### src/rtl/instruction_register_mw_if.sv
// Bus-side signal bundle of the multi-word instruction register.
// master = controller/sequencer side, slave = the IR itself.
interface instruction_register_mw_if #(
  parameter int WORD_W   = 8,
  parameter int OPC_W    = 4,
  parameter int MAX_OPND = 2,
  parameter int LEN_W    = 2
);
  localparam int SEL_W = $clog2(MAX_OPND + 1);

  logic                       nLi;
  logic                       nEi;
  logic [WORD_W-1:0]          wbus;
  logic [LEN_W-1:0]           opnd_len;
  logic [SEL_W-1:0]           esel;
  logic [OPC_W-1:0]           opcode;
  logic [MAX_OPND*WORD_W-1:0] operand;
  logic [WORD_W-1:0]          bus_out;
  logic                       bus_oe;
  logic                       ir_valid;
  logic                       need_more;
  logic [LEN_W-1:0]           opnd_cnt;
  logic                       len_err;

  modport master (
    output nLi, nEi, wbus, opnd_len, esel,
    input  opcode, operand, bus_out, bus_oe, ir_valid, need_more, opnd_cnt, len_err
  );

  modport slave (
    input  nLi, nEi, wbus, opnd_len, esel,
    output opcode, operand, bus_out, bus_oe, ir_valid, need_more, opnd_cnt, len_err
  );
endinterface

### src/rtl/instruction_register_mw.sv
// Multi-word instruction register: opcode word plus 0..MAX_OPND operand words
// assembled from the W bus, with a selectable word driven back onto the bus.
module instruction_register_mw #(
  parameter int WORD_W   = 8,
  parameter int OPC_W    = 4,
  parameter int MAX_OPND = 2,
  parameter int LEN_W    = 2
) (
  input logic                      CLK,
  input logic                      CLR,
  instruction_register_mw_if.slave bus
);
  localparam int SEL_W   = $clog2(MAX_OPND + 1);
  localparam int SHORT_W = WORD_W - OPC_W;

  typedef enum logic [1:0] {EMPTY, OPND, DONE} state_t;

  state_t               state_reg, state_next;
  logic [OPC_W-1:0]     opcode_reg;
  logic [SHORT_W-1:0]   short_reg;
  logic [LEN_W-1:0]     cnt_reg;
  logic [LEN_W-1:0]     len_reg;
  logic                 len_err_reg;

  logic                 opc_load;
  logic                 opnd_load;
  logic                 len_clamp;
  logic [LEN_W-1:0]     len_target;
  logic [WORD_W-1:0]    sel_data;

  wire [MAX_OPND*WORD_W-1:0] operand_flat;
  wire [MAX_OPND-1:0]        word_hit;

  // Any load outside operand assembly starts a fresh instruction.
  assign opc_load   = !bus.nLi && (state_reg != OPND);
  assign opnd_load  = !bus.nLi && (state_reg == OPND);
  assign len_clamp  = ({1'b0, bus.opnd_len} > (LEN_W + 1)'(MAX_OPND));
  assign len_target = len_clamp ? LEN_W'(MAX_OPND) : bus.opnd_len;

  always_ff @(posedge CLK) begin
    if (CLR) begin
      state_reg <= EMPTY;
    end else begin
      state_reg <= state_next;
    end
  end

  always_comb begin
    state_next = state_reg;
    case (state_reg)
      EMPTY, DONE: begin
        if (opc_load) begin
          state_next = (len_target == '0) ? DONE : OPND;
        end
      end
      OPND: begin
        if (opnd_load && ((cnt_reg + LEN_W'(1)) == len_reg)) begin
          state_next = DONE;
        end
      end
      default: state_next = EMPTY;
    endcase
  end

  always_ff @(posedge CLK) begin
    if (CLR) begin
      opcode_reg  <= '0;
      short_reg   <= '0;
      cnt_reg     <= '0;
      len_reg     <= '0;
      len_err_reg <= 1'b0;
    end else if (opc_load) begin
      opcode_reg  <= bus.wbus[WORD_W-1 -: OPC_W];
      short_reg   <= bus.wbus[SHORT_W-1:0];
      cnt_reg     <= '0;
      len_reg     <= len_target;
      len_err_reg <= len_err_reg | len_clamp;
    end else if (opnd_load) begin
      cnt_reg     <= cnt_reg + LEN_W'(1);
    end
  end

  // One register per operand word; word gi+1 is written while cnt_reg == gi.
  for (genvar gi = 0; gi < MAX_OPND; gi++) begin : g_word
    logic [WORD_W-1:0] word_reg;

    always_ff @(posedge CLK) begin
      if (CLR || opc_load) begin
        word_reg <= '0;
      end else if (opnd_load && (cnt_reg == LEN_W'(gi))) begin
        word_reg <= bus.wbus;
      end
    end

    assign operand_flat[gi*WORD_W +: WORD_W] = word_reg;
    assign word_hit[gi] = (bus.esel == SEL_W'(gi + 1)) && (cnt_reg > LEN_W'(gi));
  end

  always_comb begin
    sel_data = '0;
    if (bus.esel == '0) begin
      sel_data = {{OPC_W{1'b0}}, short_reg};
    end
    for (int i = 0; i < MAX_OPND; i++) begin
      if (word_hit[i]) begin
        sel_data = operand_flat[i*WORD_W +: WORD_W];
      end
    end
  end

  always_comb begin
    bus.opcode    = opcode_reg;
    bus.operand   = operand_flat;
    bus.opnd_cnt  = cnt_reg;
    bus.len_err   = len_err_reg;
    bus.need_more = (state_reg == OPND);
    bus.ir_valid  = (state_reg == DONE);
    bus.bus_oe    = !bus.nEi && ((state_reg == OPND) || (state_reg == DONE));
    bus.bus_out   = bus.bus_oe ? sel_data : '0;
  end
endmodule

### src/flat_wrapper.sv
// flat-port wrapper written by rule: the top's interface ports become plain ports
module instruction_register_mw_flat 
#(
  parameter int WORD_W   = 8,
  parameter int OPC_W    = 4,
  parameter int MAX_OPND = 2,
  parameter int LEN_W    = 2
)
  (CLK, CLR, bus_nLi, bus_nEi, bus_wbus, bus_opnd_len, bus_esel, bus_opcode, bus_operand, bus_bus_out, bus_bus_oe, bus_ir_valid, bus_need_more, bus_opnd_cnt, bus_len_err);
  instruction_register_mw_if #(.WORD_W(WORD_W), .OPC_W(OPC_W), .MAX_OPND(MAX_OPND), .LEN_W(LEN_W)) bus_i ();
  input logic CLK;
  input logic CLR;
  input wire logic [$bits(bus_i.nLi)-1:0] bus_nLi;
  input wire logic [$bits(bus_i.nEi)-1:0] bus_nEi;
  input wire logic [$bits(bus_i.wbus)-1:0] bus_wbus;
  input wire logic [$bits(bus_i.opnd_len)-1:0] bus_opnd_len;
  input wire logic [$bits(bus_i.esel)-1:0] bus_esel;
  output wire logic [$bits(bus_i.opcode)-1:0] bus_opcode;
  output wire logic [$bits(bus_i.operand)-1:0] bus_operand;
  output wire logic [$bits(bus_i.bus_out)-1:0] bus_bus_out;
  output wire logic [$bits(bus_i.bus_oe)-1:0] bus_bus_oe;
  output wire logic [$bits(bus_i.ir_valid)-1:0] bus_ir_valid;
  output wire logic [$bits(bus_i.need_more)-1:0] bus_need_more;
  output wire logic [$bits(bus_i.opnd_cnt)-1:0] bus_opnd_cnt;
  output wire logic [$bits(bus_i.len_err)-1:0] bus_len_err;
  assign bus_i.nLi = bus_nLi;
  assign bus_i.nEi = bus_nEi;
  assign bus_i.wbus = bus_wbus;
  assign bus_i.opnd_len = bus_opnd_len;
  assign bus_i.esel = bus_esel;
  assign bus_opcode = bus_i.opcode;
  assign bus_operand = bus_i.operand;
  assign bus_bus_out = bus_i.bus_out;
  assign bus_bus_oe = bus_i.bus_oe;
  assign bus_ir_valid = bus_i.ir_valid;
  assign bus_need_more = bus_i.need_more;
  assign bus_opnd_cnt = bus_i.opnd_cnt;
  assign bus_len_err = bus_i.len_err;
  instruction_register_mw #(.WORD_W(WORD_W), .OPC_W(OPC_W), .MAX_OPND(MAX_OPND), .LEN_W(LEN_W)) u_core (.CLK(CLK), .CLR(CLR), .bus(bus_i));
endmodule
### config.mk
export PLATFORM = sky130hd
export DESIGN_NAME = instruction_register_mw_flat
export DESIGN_NICKNAME = d
export VERILOG_FILES = /design/src/rtl/instruction_register_mw_if.sv /design/src/rtl/instruction_register_mw.sv /design/src/flat_wrapper.sv
export SDC_FILE = /design/constraint.sdc
export NUM_CORES = 1
export LEC_CHECK = 0
export BUFFER_PORTS_ARGS = -buffer_cell sky130_fd_sc_hd__buf_2
export CAP_MARGIN = 20
export CORE_MARGIN = 10
export CORE_UTILIZATION = 49
export CTS_CLUSTER_SIZE = 40
export DETAILED_ROUTE_END_ITERATION = 8
export MAX_ROUTING_LAYER = met4
export PLACE_DENSITY = 0.88
export SLEW_MARGIN = 10
export SYNTH_ARGS = -nofsm -noshare
export SYNTH_HDL_FRONTEND = slang
export SYNTH_SLANG_ARGS = --single-unit
### constraint.sdc
create_clock -name CLK -period 2.34 [get_ports CLK]
set_clock_uncertainty 0.05 [all_clocks]
set_input_delay 0.234 -clock CLK [delete_from_list [all_inputs] [get_ports CLK]]
set_output_delay 0.234 -clock CLK [all_outputs]
set_load 0.01 [all_outputs]
### After elaboration in Yosys (flattened, before gate mapping)

Cells that the tools add are included.

* logic and storage cells: 50
* input port bits: 16
* output and inout bits: 34
* register bits: 31

* $add $sub $neg: 1
* equal/unequal tests: 9
* reduce and logical (&&, ||, !) cells: 19
* multiplexer cells: 9
* magnitude comparators: 3
* bitwise logic cells: 1

Operators by type and width (number)
* 8-bit two-way mux: 3
* 1-bit logical AND: 8
* 2-bit logical NOT: 4
* 2-bit two-way mux: 4
* 2-bit by 1-bit == test with 1-bit output (second input constant): 3
* 2-bit by 1-bit inequality test with 1-bit output (second input constant): 3
* 2-bit == test (second input constant): 2
* 2-bit by 1-bit > comparator with 1-bit output (second input constant): 2
* 4-bit two-way mux: 1
* 2-bit case mux with 2 select lines: 1
* 2-bit OR reduction: 2
* 2-bit by 1-bit adder with 2-bit output (second input constant): 1
* 2-bit == test: 1
* 2-bit > comparator (second input constant): 1
* 1-bit logical NOT: 2
* 1-bit logical OR: 2
* 2-bit AND reduction: 1
* 1-bit OR: 1

### Logic depth before layout (Yosys ltp)

Gate-level depths: netlist of run 1.

* depth in word-level cells: 6
* depth in mapped cells: 7
* depth with buffers taken out: 6

### Worst setup path before layout of run 1

No wires, ideal clock.

* path type: reg2out
* start: register u_core.cnt_reg[1] (netlist: u_core.bus.opnd_cnt[1])
* end: output port bus_bus_out[0]
* setup slack: 0.499 ns
* buffers on the path: 1
* required time: 2.056 ns
* arrival: 1.557 ns
* cell stages (with the launch flop): 8
* cells stage by stage: dfxtp_1 -> inv_1 -> ha_1 -> buf_2 -> nand3b_1 -> or2_2 -> o21ai_0 -> nor2_1

* word-level cells in the longest chain between the ends: 5
* elaborated cells between the ends (all ways): 7
* those cells by class: order compare: 2; mux: 3; reduce/logical: 2

RTL lines
* from (decl): line instruction_register_mw.sv:21 `logic [LEN_W-1:0] cnt_reg;`
* from (signal assigned): line instruction_register_mw.sv:79 `cnt_reg <= cnt_reg + LEN_W'(1);`
* 2-bit by 1-bit > comparator with 1-bit output: line instruction_register_mw.sv:96 `assign word_hit[gi] = (bus.esel == SEL_W'(gi + 1)) && (cnt_reg > LEN_W'(gi));`
* 1-bit logical AND: line instruction_register_mw.sv:96
* 8-bit two-way mux: line instruction_register_mw.sv:105 `if (word_hit[i]) begin`
* 8-bit two-way mux (*): line instruction_register_mw.sv:105
* 8-bit two-way mux (*): line instruction_register_mw.sv:119 `bus.bus_out = bus.bus_oe ? sel_data : '0;`
* to (decl): line flat_wrapper.sv:20 `output wire logic [$bits(bus_i.bus_out)-1:0] bus_bus_out;`

Every way passes the cells marked *; elsewhere a longest branch is shown, timed or not.

### Final worst setup path of run 1

* start: register u_core.cnt_reg[1] (netlist: u_core.bus.opnd_cnt[1])
* end: output port bus_bus_out[1]

The elaborated chain is that of the path after synthesis.

==> flow_results.xml, run 1 <==
<?xml version="1.0" encoding="UTF-8"?>
<metrics>
  <group name="layout">
    <metric name="final_nets" unit="">264</metric>
    <metric name="antenna_cells" unit="">0</metric>
    <metric name="post_layout_instance_area" unit="sq um">1831</metric>
    <metric name="drive_above_1_share" unit="">0.2798</metric>
    <metric name="largest_reg_flops" unit="">16</metric>
    <metric name="most_common_cell_after_layout_fill_and_taps_aside" unit="">buf_2</metric>
    <metric name="mostFrequentLayoutCells" unit="">49 x buf_2, 38 x nand2_1, 37 x a21oi_1</metric>
    <metric name="area.growth.synth_to_final" unit="%">22.84</metric>
  </group>
  <group name="critical_path">
    <metric name="timing.rr.start" unit="">u_core.state_reg[0]</metric>
    <metric name="worst_r2r_endpoint" unit="">u_core.g_word[0].word_reg[7]</metric>
    <metric name="crit_path_cell_trace" unit="">inv_1 &gt; ha_1 &gt; nand3b_1 &gt; or2_2 &gt; o21ai_0 &gt; nor2_1 &gt; buf_2</metric>
    <metric name="worstPathArrival" unit="ps">1940</metric>
    <metric name="worst_path_max_delay_cell" unit="">or2_2</metric>
    <metric name="worst_path_dominant_cell_family" unit="">simple AND/OR/NAND/NOR gates</metric>
    <metric name="cp_slowest_stage_delay" unit="ps">370</metric>
    <metric name="required" unit="ps">2060</metric>
    <metric name="setup.worst_path.start_class" unit="">flop</metric>
    <metric name="critical_path.n_buffers_inverters" unit="">2</metric>
    <metric name="path_class" unit="">flop to primary output</metric>
    <metric name="worst_r2r_path_depth" unit="">5</metric>
    <metric name="worst-path-max-fanout" unit="">6</metric>
    <metric name="reg_to_reg_setup_timing_slack" unit="ps">420</metric>
    <metric name="worst_setup_path_end_kind" unit="">primary output</metric>
  </group>
  <group name="sta">
    <metric name="worst_slew_pin_slew" unit="ps">721.5</metric>
    <metric name="setup_viol" unit="">0</metric>
    <metric name="fmax" unit="GHz">0.4488</metric>
    <metric name="grt_setup_unrepaired" unit="">yes</metric>
    <metric name="final-max-slew-violation-count" unit="">0</metric>
    <metric name="finalCriticalPeriod" unit="ps">2228</metric>
    <metric name="final_min_period_over_clock_period" unit="">0.9523</metric>
    <metric name="setup_tns" unit="ps">0</metric>
    <metric name="max_slew_margin_vs_limit" unit="">0.5172</metric>
    <metric name="finalHoldViolCount" unit="">0</metric>
  </group>
  <group name="floorplanning">
    <metric name="number_of_standard_cell_rows_in_the_floorplan" unit="">19</metric>
    <metric name="num_io_pins" unit="">50</metric>
    <metric name="floorplan.initialDensity" unit="">0.5268</metric>
    <metric name="die_x" unit="um">75.15</metric>
    <metric name="die_area" unit="sq um">5647</metric>
    <metric name="fp.coreArea" unit="sq um">2829</metric>
    <metric name="die-height" unit="um">75.15</metric>
  </group>
  <group name="drt">
    <metric name="post-route-drc-count" unit="">0</metric>
    <metric name="postRouteWirelength" unit="um">4133</metric>
    <metric name="via_count" unit="">1499</metric>
    <metric name="drt_iter0_drc" unit="">149</metric>
    <metric name="drt_first_pass_iters" unit="">4</metric>
    <metric name="routed_via_density" unit="">5.471</metric>
    <metric name="drt-wirelength-per-cell" unit="um">15.08</metric>
    <metric name="drtAntennaViolNets" unit="">0</metric>
  </group>
  <group name="synthesis">
    <metric name="synthesis.yosys.warnings" unit="">0</metric>
    <metric name="synth.ff_latch_count" unit="">31</metric>
    <metric name="synth_cell_type_count" unit="">27</metric>
    <metric name="seq_area_frac_synth" unit="">0.4165</metric>
    <metric name="number_of_synthesized_flops_with_an_enable_pin" unit="">0</metric>
    <metric name="syn-instance-count" unit="">191</metric>
    <metric name="cell_area_after_synthesis" unit="sq um">1490</metric>
    <metric name="postSynth.asyncResetShare" unit="">0</metric>
    <metric name="synthesis.area_per_instance" unit="sq um">7.802</metric>
    <metric name="synth_ff_type" unit="">dfxtp_1</metric>
    <metric name="synthesis.nets" unit="">213</metric>
  </group>
  <group name="pwr">
    <metric name="pwr_density_cell" unit="nW/um^2">822.9</metric>
    <metric name="p_leak" unit="nW">0.7774</metric>
    <metric name="total_power" unit="mW">1.506</metric>
    <metric name="irDropWorstVdd" unit="mV">0.4679</metric>
  </group>
  <group name="cts">
    <metric name="clockBufferDepth" unit="">2</metric>
    <metric name="cts.sink_count" unit="">31</metric>
    <metric name="worst_setup_hold_path_clk_slew" unit="ps">90</metric>
    <metric name="clock-root-buffer" unit="">clkbuf_4</metric>
    <metric name="cts_inserted_buffers" unit="">5</metric>
    <metric name="cts-hold-fix-buffers" unit="">0</metric>
    <metric name="clock_insertion_delay_worst_skew" unit="ps">330</metric>
    <metric name="cts_max_level" unit="">2</metric>
    <metric name="cts_tree" unit="">yes</metric>
  </group>
  <group name="job">
    <metric name="max_cap_viols" unit="">0</metric>
  </group>
  <group name="global_routing">
    <metric name="first_pass_grt_wire_length" unit="um">6748</metric>
    <metric name="first_global_vias" unit="">1490</metric>
    <metric name="grt_remaining_overflow" unit="">0</metric>
    <metric name="grt.total_usage" unit="">0.1580</metric>
    <metric name="grt_antenna_before_repair" unit="">0</metric>
    <metric name="grt_max_degree" unit="">17</metric>
  </group>
  <group name="worst_hold_path">
    <metric name="holdPathEnd" unit="">u_core.bus.opcode[3]</metric>
    <metric name="hold_path_class" unit="">input pin to flop</metric>
    <metric name="hold_start" unit="">bus_wbus[7]</metric>
    <metric name="hold-path-cell-count" unit="">3</metric>
  </group>
  <group name="placed_design">
    <metric name="detailedPlacementHpwl" unit="um">3135</metric>
    <metric name="io_buffers" unit="">49</metric>
    <metric name="finalWeightedCongestion" unit="">0.9475</metric>
    <metric name="placed_area" unit="sq um">1753</metric>
  </group>
  <group name="status">
    <metric name="result_of_the_run" unit="">finished, final reports clean</metric>
  </group>
</metrics>
## per-stage QoR
step | hold slack, ps | setup WS (ps) | utilization | cells
detailed placement | 399.0 | 432.6 | 0.6196 | 265
CTS | 105.3 | 58.97 | 0.6440 | 273
floorplan | 248.6 | 498.9 | - | 191
global route | 111.5 | -30.14 | 0.6471 | 274
global placement | 390.0 | 531.4 | 0.6196 | 265
finish | 115.0 | 111.6 | 0.6471 | 274
## worst max-delay path by stage
stage | start | end | slack, ps | cells after the start
2_1_floorplan | u_core.bus.opnd_cnt[1] | bus_bus_out[0] | 500 | 7
3_3_place_gp | u_core.state_reg[0] | u_core.g_word[0].word_reg[7] | 530 | 5
3_5_place_dp | u_core.bus.opnd_cnt[1] | bus_bus_out[1] | 430 | 7
4_1_cts | u_core.bus.opnd_cnt[1] | bus_bus_out[4] | 60 | 7
5_1_grt | u_core.bus.opnd_cnt[1] | bus_bus_out[4] | -30 | 7
6_report | u_core.bus.opnd_cnt[1] | bus_bus_out[1] | 110 | 7
## layout make-up
cell class / count / area (sq um)
clock buffers: 8 / 68.82
fillers: 234 / 998.5
inverters: 5 / 18.77
multi-input cells: 145 / 799.5
flip-flops and latches: 31 / 621.8
well taps: 31 / 38.79
repair buffers: 54 / 282.8
## where the power goes
group          leakage [nW]  switching (mW)  internal (mW)
clock                0.0386           0.176          0.177
sequential            0.253          0.0430          0.581
combinational         0.486           0.326          0.203
## worst register-to-register path: stages (launching register included)
cell	delay [ps]
dfxtp_1	430
ha_1	360
nor2b_1	440
nand2_1	310
nand2_1	150
a21oi_1	80
## cells in the mapped netlist, types with 3 or more instances
cell | instances | area, sq um
nand2_1 | 38 | 142.6
a21oi_1 | 37 | 185.2
dfxtp_1 | 31 | 620.6
nand3_1 | 16 | 80.08
nor2_1 | 14 | 52.55
ha_1 | 6 | 75.07
nand2b_1 | 6 | 37.54
buf_2 | 5 | 25.02
inv_1 | 5 | 18.77
a22oi_1 | 4 | 30.03
clkbuf_1 | 4 | 15.01
o21ai_0 | 4 | 20.02
nand3b_1 | 3 | 22.52
## cells by family after synthesis
family	count (synthesis)	share of synthesized area
and+or+nand+nor	84	0.2603
AOI/OAI and AO/OA	52	0.2082
DFF	31	0.4165
buffers and inverters	15	0.04701
adders and majority gates	6	0.05038
xor gates and xnor gates	3	0.01764
## repair_timing
action / 4_1_cts / 5_1_grt
setup endpoints to repair: 0 / 8
resized for setup: 0 / 2
buffers inserted: 0 / 1
## per-layer routing
layer | global-route usage | wire (um) | vias to the layer above
met5 | - | 0 | -
met3 | 0.06045 | 382 | 5
met2 | 0.2590 | 1968 | 54
met1 | 0.1747 | 1740 | 685
li1 | - | - | 755
met4 | 0.04742 | 42 | 0
(Power assumes the default switching activity.)
==> run 2, diff against run 1 <==
--- a/config.mk
+++ b/config.mk
@@ -13,6 +13,7 @@
 export DETAILED_ROUTE_END_ITERATION = 8
 export MAX_ROUTING_LAYER = met4
 export PLACE_DENSITY = 0.88
+export RECOVER_POWER = 50
 export SLEW_MARGIN = 10
 export SYNTH_ARGS = -nofsm -noshare
 export SYNTH_HDL_FRONTEND = slang
==> run 2 against run 1 <==
Maximum frequency is 0.37% lower. Setup slack worse by 8.2 ps. Utilization is 0.31 points lower. Power is 0.14% lower. Register-to-register slack hardly changed. Die area stayed put. First-iteration DRC count is 6.0% lower. Critical path depth stayed put. Combinational power hardly changed. Count of clock-buffer cells in the layout stayed put. Critical endpoint is now bus_bus_out[4]. Largest cell class unchanged.
==> flow_results.xml, run 2 (synthesized netlist as in run 1, its figures left out) <==
<?xml version="1.0" encoding="UTF-8"?>
<metrics>
  <group name="cts">
    <metric name="cts_max_level" unit="">2</metric>
    <metric name="clockBufferDepth" unit="">2</metric>
    <metric name="clock-root-buffer" unit="">clkbuf_4</metric>
    <metric name="cts_inserted_buffers" unit="">5</metric>
    <metric name="clock_insertion_delay_worst_skew" unit="ps">330</metric>
    <metric name="cts.sink_count" unit="">31</metric>
    <metric name="cts-hold-fix-buffers" unit="">0</metric>
    <metric name="worst_setup_hold_path_clk_slew" unit="ps">90</metric>
    <metric name="cts_tree" unit="">yes</metric>
  </group>
  <group name="worst_hold_path">
    <metric name="hold-path-cell-count" unit="">3</metric>
    <metric name="hold_path_class" unit="">input pin to flop</metric>
  </group>
  <group name="critical_path">
    <metric name="worst_r2r_path_depth" unit="">5</metric>
    <metric name="path_class" unit="">flop to primary output</metric>
    <metric name="worstPathArrival" unit="ps">1950</metric>
    <metric name="setup.worst_path.start_class" unit="">flop</metric>
    <metric name="required" unit="ps">2060</metric>
    <metric name="worst-path-max-fanout" unit="">6</metric>
    <metric name="worst_setup_path_end_kind" unit="">primary output</metric>
  </group>
  <group name="sta">
    <metric name="final_min_period_over_clock_period" unit="">0.9558</metric>
    <metric name="worst_slew_pin_slew" unit="ps">728.5</metric>
    <metric name="grt_setup_unrepaired" unit="">yes</metric>
    <metric name="max_slew_margin_vs_limit" unit="">0.5125</metric>
    <metric name="setup_tns" unit="ps">0</metric>
    <metric name="finalCriticalPeriod" unit="ps">2237</metric>
    <metric name="setup_viol" unit="">0</metric>
    <metric name="finalHoldViolCount" unit="">0</metric>
    <metric name="final-max-slew-violation-count" unit="">0</metric>
    <metric name="fmax" unit="GHz">0.4471</metric>
  </group>
  <group name="placed_design">
    <metric name="detailedPlacementHpwl" unit="um">3135</metric>
    <metric name="io_buffers" unit="">49</metric>
    <metric name="finalWeightedCongestion" unit="">0.9475</metric>
    <metric name="placed_area" unit="sq um">1753</metric>
  </group>
  <group name="drt">
    <metric name="drt-wirelength-per-cell" unit="um">15.14</metric>
    <metric name="drtAntennaViolNets" unit="">0</metric>
    <metric name="postRouteWirelength" unit="um">4149</metric>
    <metric name="post-route-drc-count" unit="">0</metric>
    <metric name="routed_via_density" unit="">5.456</metric>
    <metric name="drt_iter0_drc" unit="">140</metric>
    <metric name="via_count" unit="">1495</metric>
    <metric name="drt_first_pass_iters" unit="">6</metric>
  </group>
  <group name="floorplanning">
    <metric name="fp.coreArea" unit="sq um">2829</metric>
    <metric name="die-height" unit="um">75.15</metric>
    <metric name="floorplan.initialDensity" unit="">0.5268</metric>
    <metric name="die_area" unit="sq um">5647</metric>
    <metric name="die_x" unit="um">75.15</metric>
    <metric name="number_of_standard_cell_rows_in_the_floorplan" unit="">19</metric>
    <metric name="num_io_pins" unit="">50</metric>
  </group>
  <group name="pwr">
    <metric name="irDropWorstVdd" unit="mV">0.4628</metric>
    <metric name="p_leak" unit="nW">0.7481</metric>
    <metric name="pwr_density_cell" unit="nW/um^2">825.7</metric>
  </group>
  <group name="layout">
    <metric name="largest_reg_flops" unit="">16</metric>
    <metric name="area.growth.synth_to_final" unit="%">22.25</metric>
    <metric name="antenna_cells" unit="">0</metric>
    <metric name="mostFrequentLayoutCells" unit="">42 x buf_2, 38 x nand2_1, 37 x a21oi_1</metric>
    <metric name="drive_above_1_share" unit="">0.2510</metric>
    <metric name="post_layout_instance_area" unit="sq um">1822</metric>
    <metric name="final_nets" unit="">264</metric>
    <metric name="most_common_cell_after_layout_fill_and_taps_aside" unit="">buf_2</metric>
  </group>
  <group name="global_routing">
    <metric name="first_global_vias" unit="">1490</metric>
    <metric name="grt_max_degree" unit="">17</metric>
    <metric name="first_pass_grt_wire_length" unit="um">6748</metric>
    <metric name="grt_remaining_overflow" unit="">0</metric>
    <metric name="grt_antenna_before_repair" unit="">0</metric>
    <metric name="grt.total_usage" unit="">0.1580</metric>
  </group>
  <group name="status">
    <metric name="result_of_the_run" unit="">finished, final reports clean</metric>
  </group>
  <group name="job">
    <metric name="max_cap_viols" unit="">0</metric>
  </group>
</metrics>
## run 2: changes by cell type in the layout (fill, tap and decap cells not counted)
cell / before / now
buf_2: 49 / 42
clkbuf_1: 1 / 8
## run 2: path summary, 6_finish.rpt
path	start	end	slack (ps)
min	bus_wbus[7]	u_core.bus.opcode[3]	120
max reg2reg	u_core.state_reg[0]	u_core.g_word[0].word_reg[7]	410
max	u_core.bus.opnd_cnt[1]	bus_bus_out[4]	100
min reg2reg	u_core.bus.opcode[2]	u_core.bus.opcode[2]	410
## run 2: layer usage
layer / GRT usage / vias to the layer above / part of all wire
met5: - / - / 0
met4: 0.04742 / 0 / 0.0096
met3: 0.06045 / 5 / 0.080
met2: 0.2590 / 45 / 0.48
met1: 0.1747 / 690 / 0.43
li1: - / 755 / -
## run 2: per-stage QoR
| stage | setup slack, ps | total power [mW] | util | hold WS, ps | cells |
|---|---|---|---|---|---|
| after global placement | 531.4 | 1.147 | 0.6196 | 390.0 | 265 |
| after global routing | -30.14 | 1.599 | 0.6440 | 111.5 | 274 |
| after floorplan | 498.9 | 1.007 | - | 248.6 | 191 |
| after CTS | 58.97 | 1.515 | 0.6440 | 105.3 | 273 |
| after detailed placement | 432.6 | 1.163 | 0.6196 | 399.0 | 265 |
| final | 103.4 | 1.504 | 0.6440 | 116.7 | 274 |
## run 2: report_power, final
group / switching (mW) / leakage (nW) / internal [mW]
clock network: 0.176 / 0.0386 / 0.177
registers: 0.0434 / 0.253 / 0.581
logic: 0.327 / 0.457 / 0.201
## run 2: critical path: stages (launching register included)
cell and delay (ps):
dfxtp_2 360, inv_1 60, ha_1 200, nand3b_1 260, nor2_1 320, a22oi_1 140, nor2_1 120, buf_2 150
## run 2: what timing repair did
| action | 4_1_cts | 5_1_grt |
|---|---|---|
| setup buffers | 0 | 1 |
| resized for setup | 0 | 2 |
| setup endpoints to repair | 0 | 8 |
## run 2: final cells by class
type,count,area [sq um]
Clock buffer,8,68.82
Fill cell,239,1007
Inverter,5,18.77
Multi-Input combinational cell,145,799.5
Sequential cell,31,621.8
Tap cell,31,38.79
Timing Repair Buffer,54,274.0
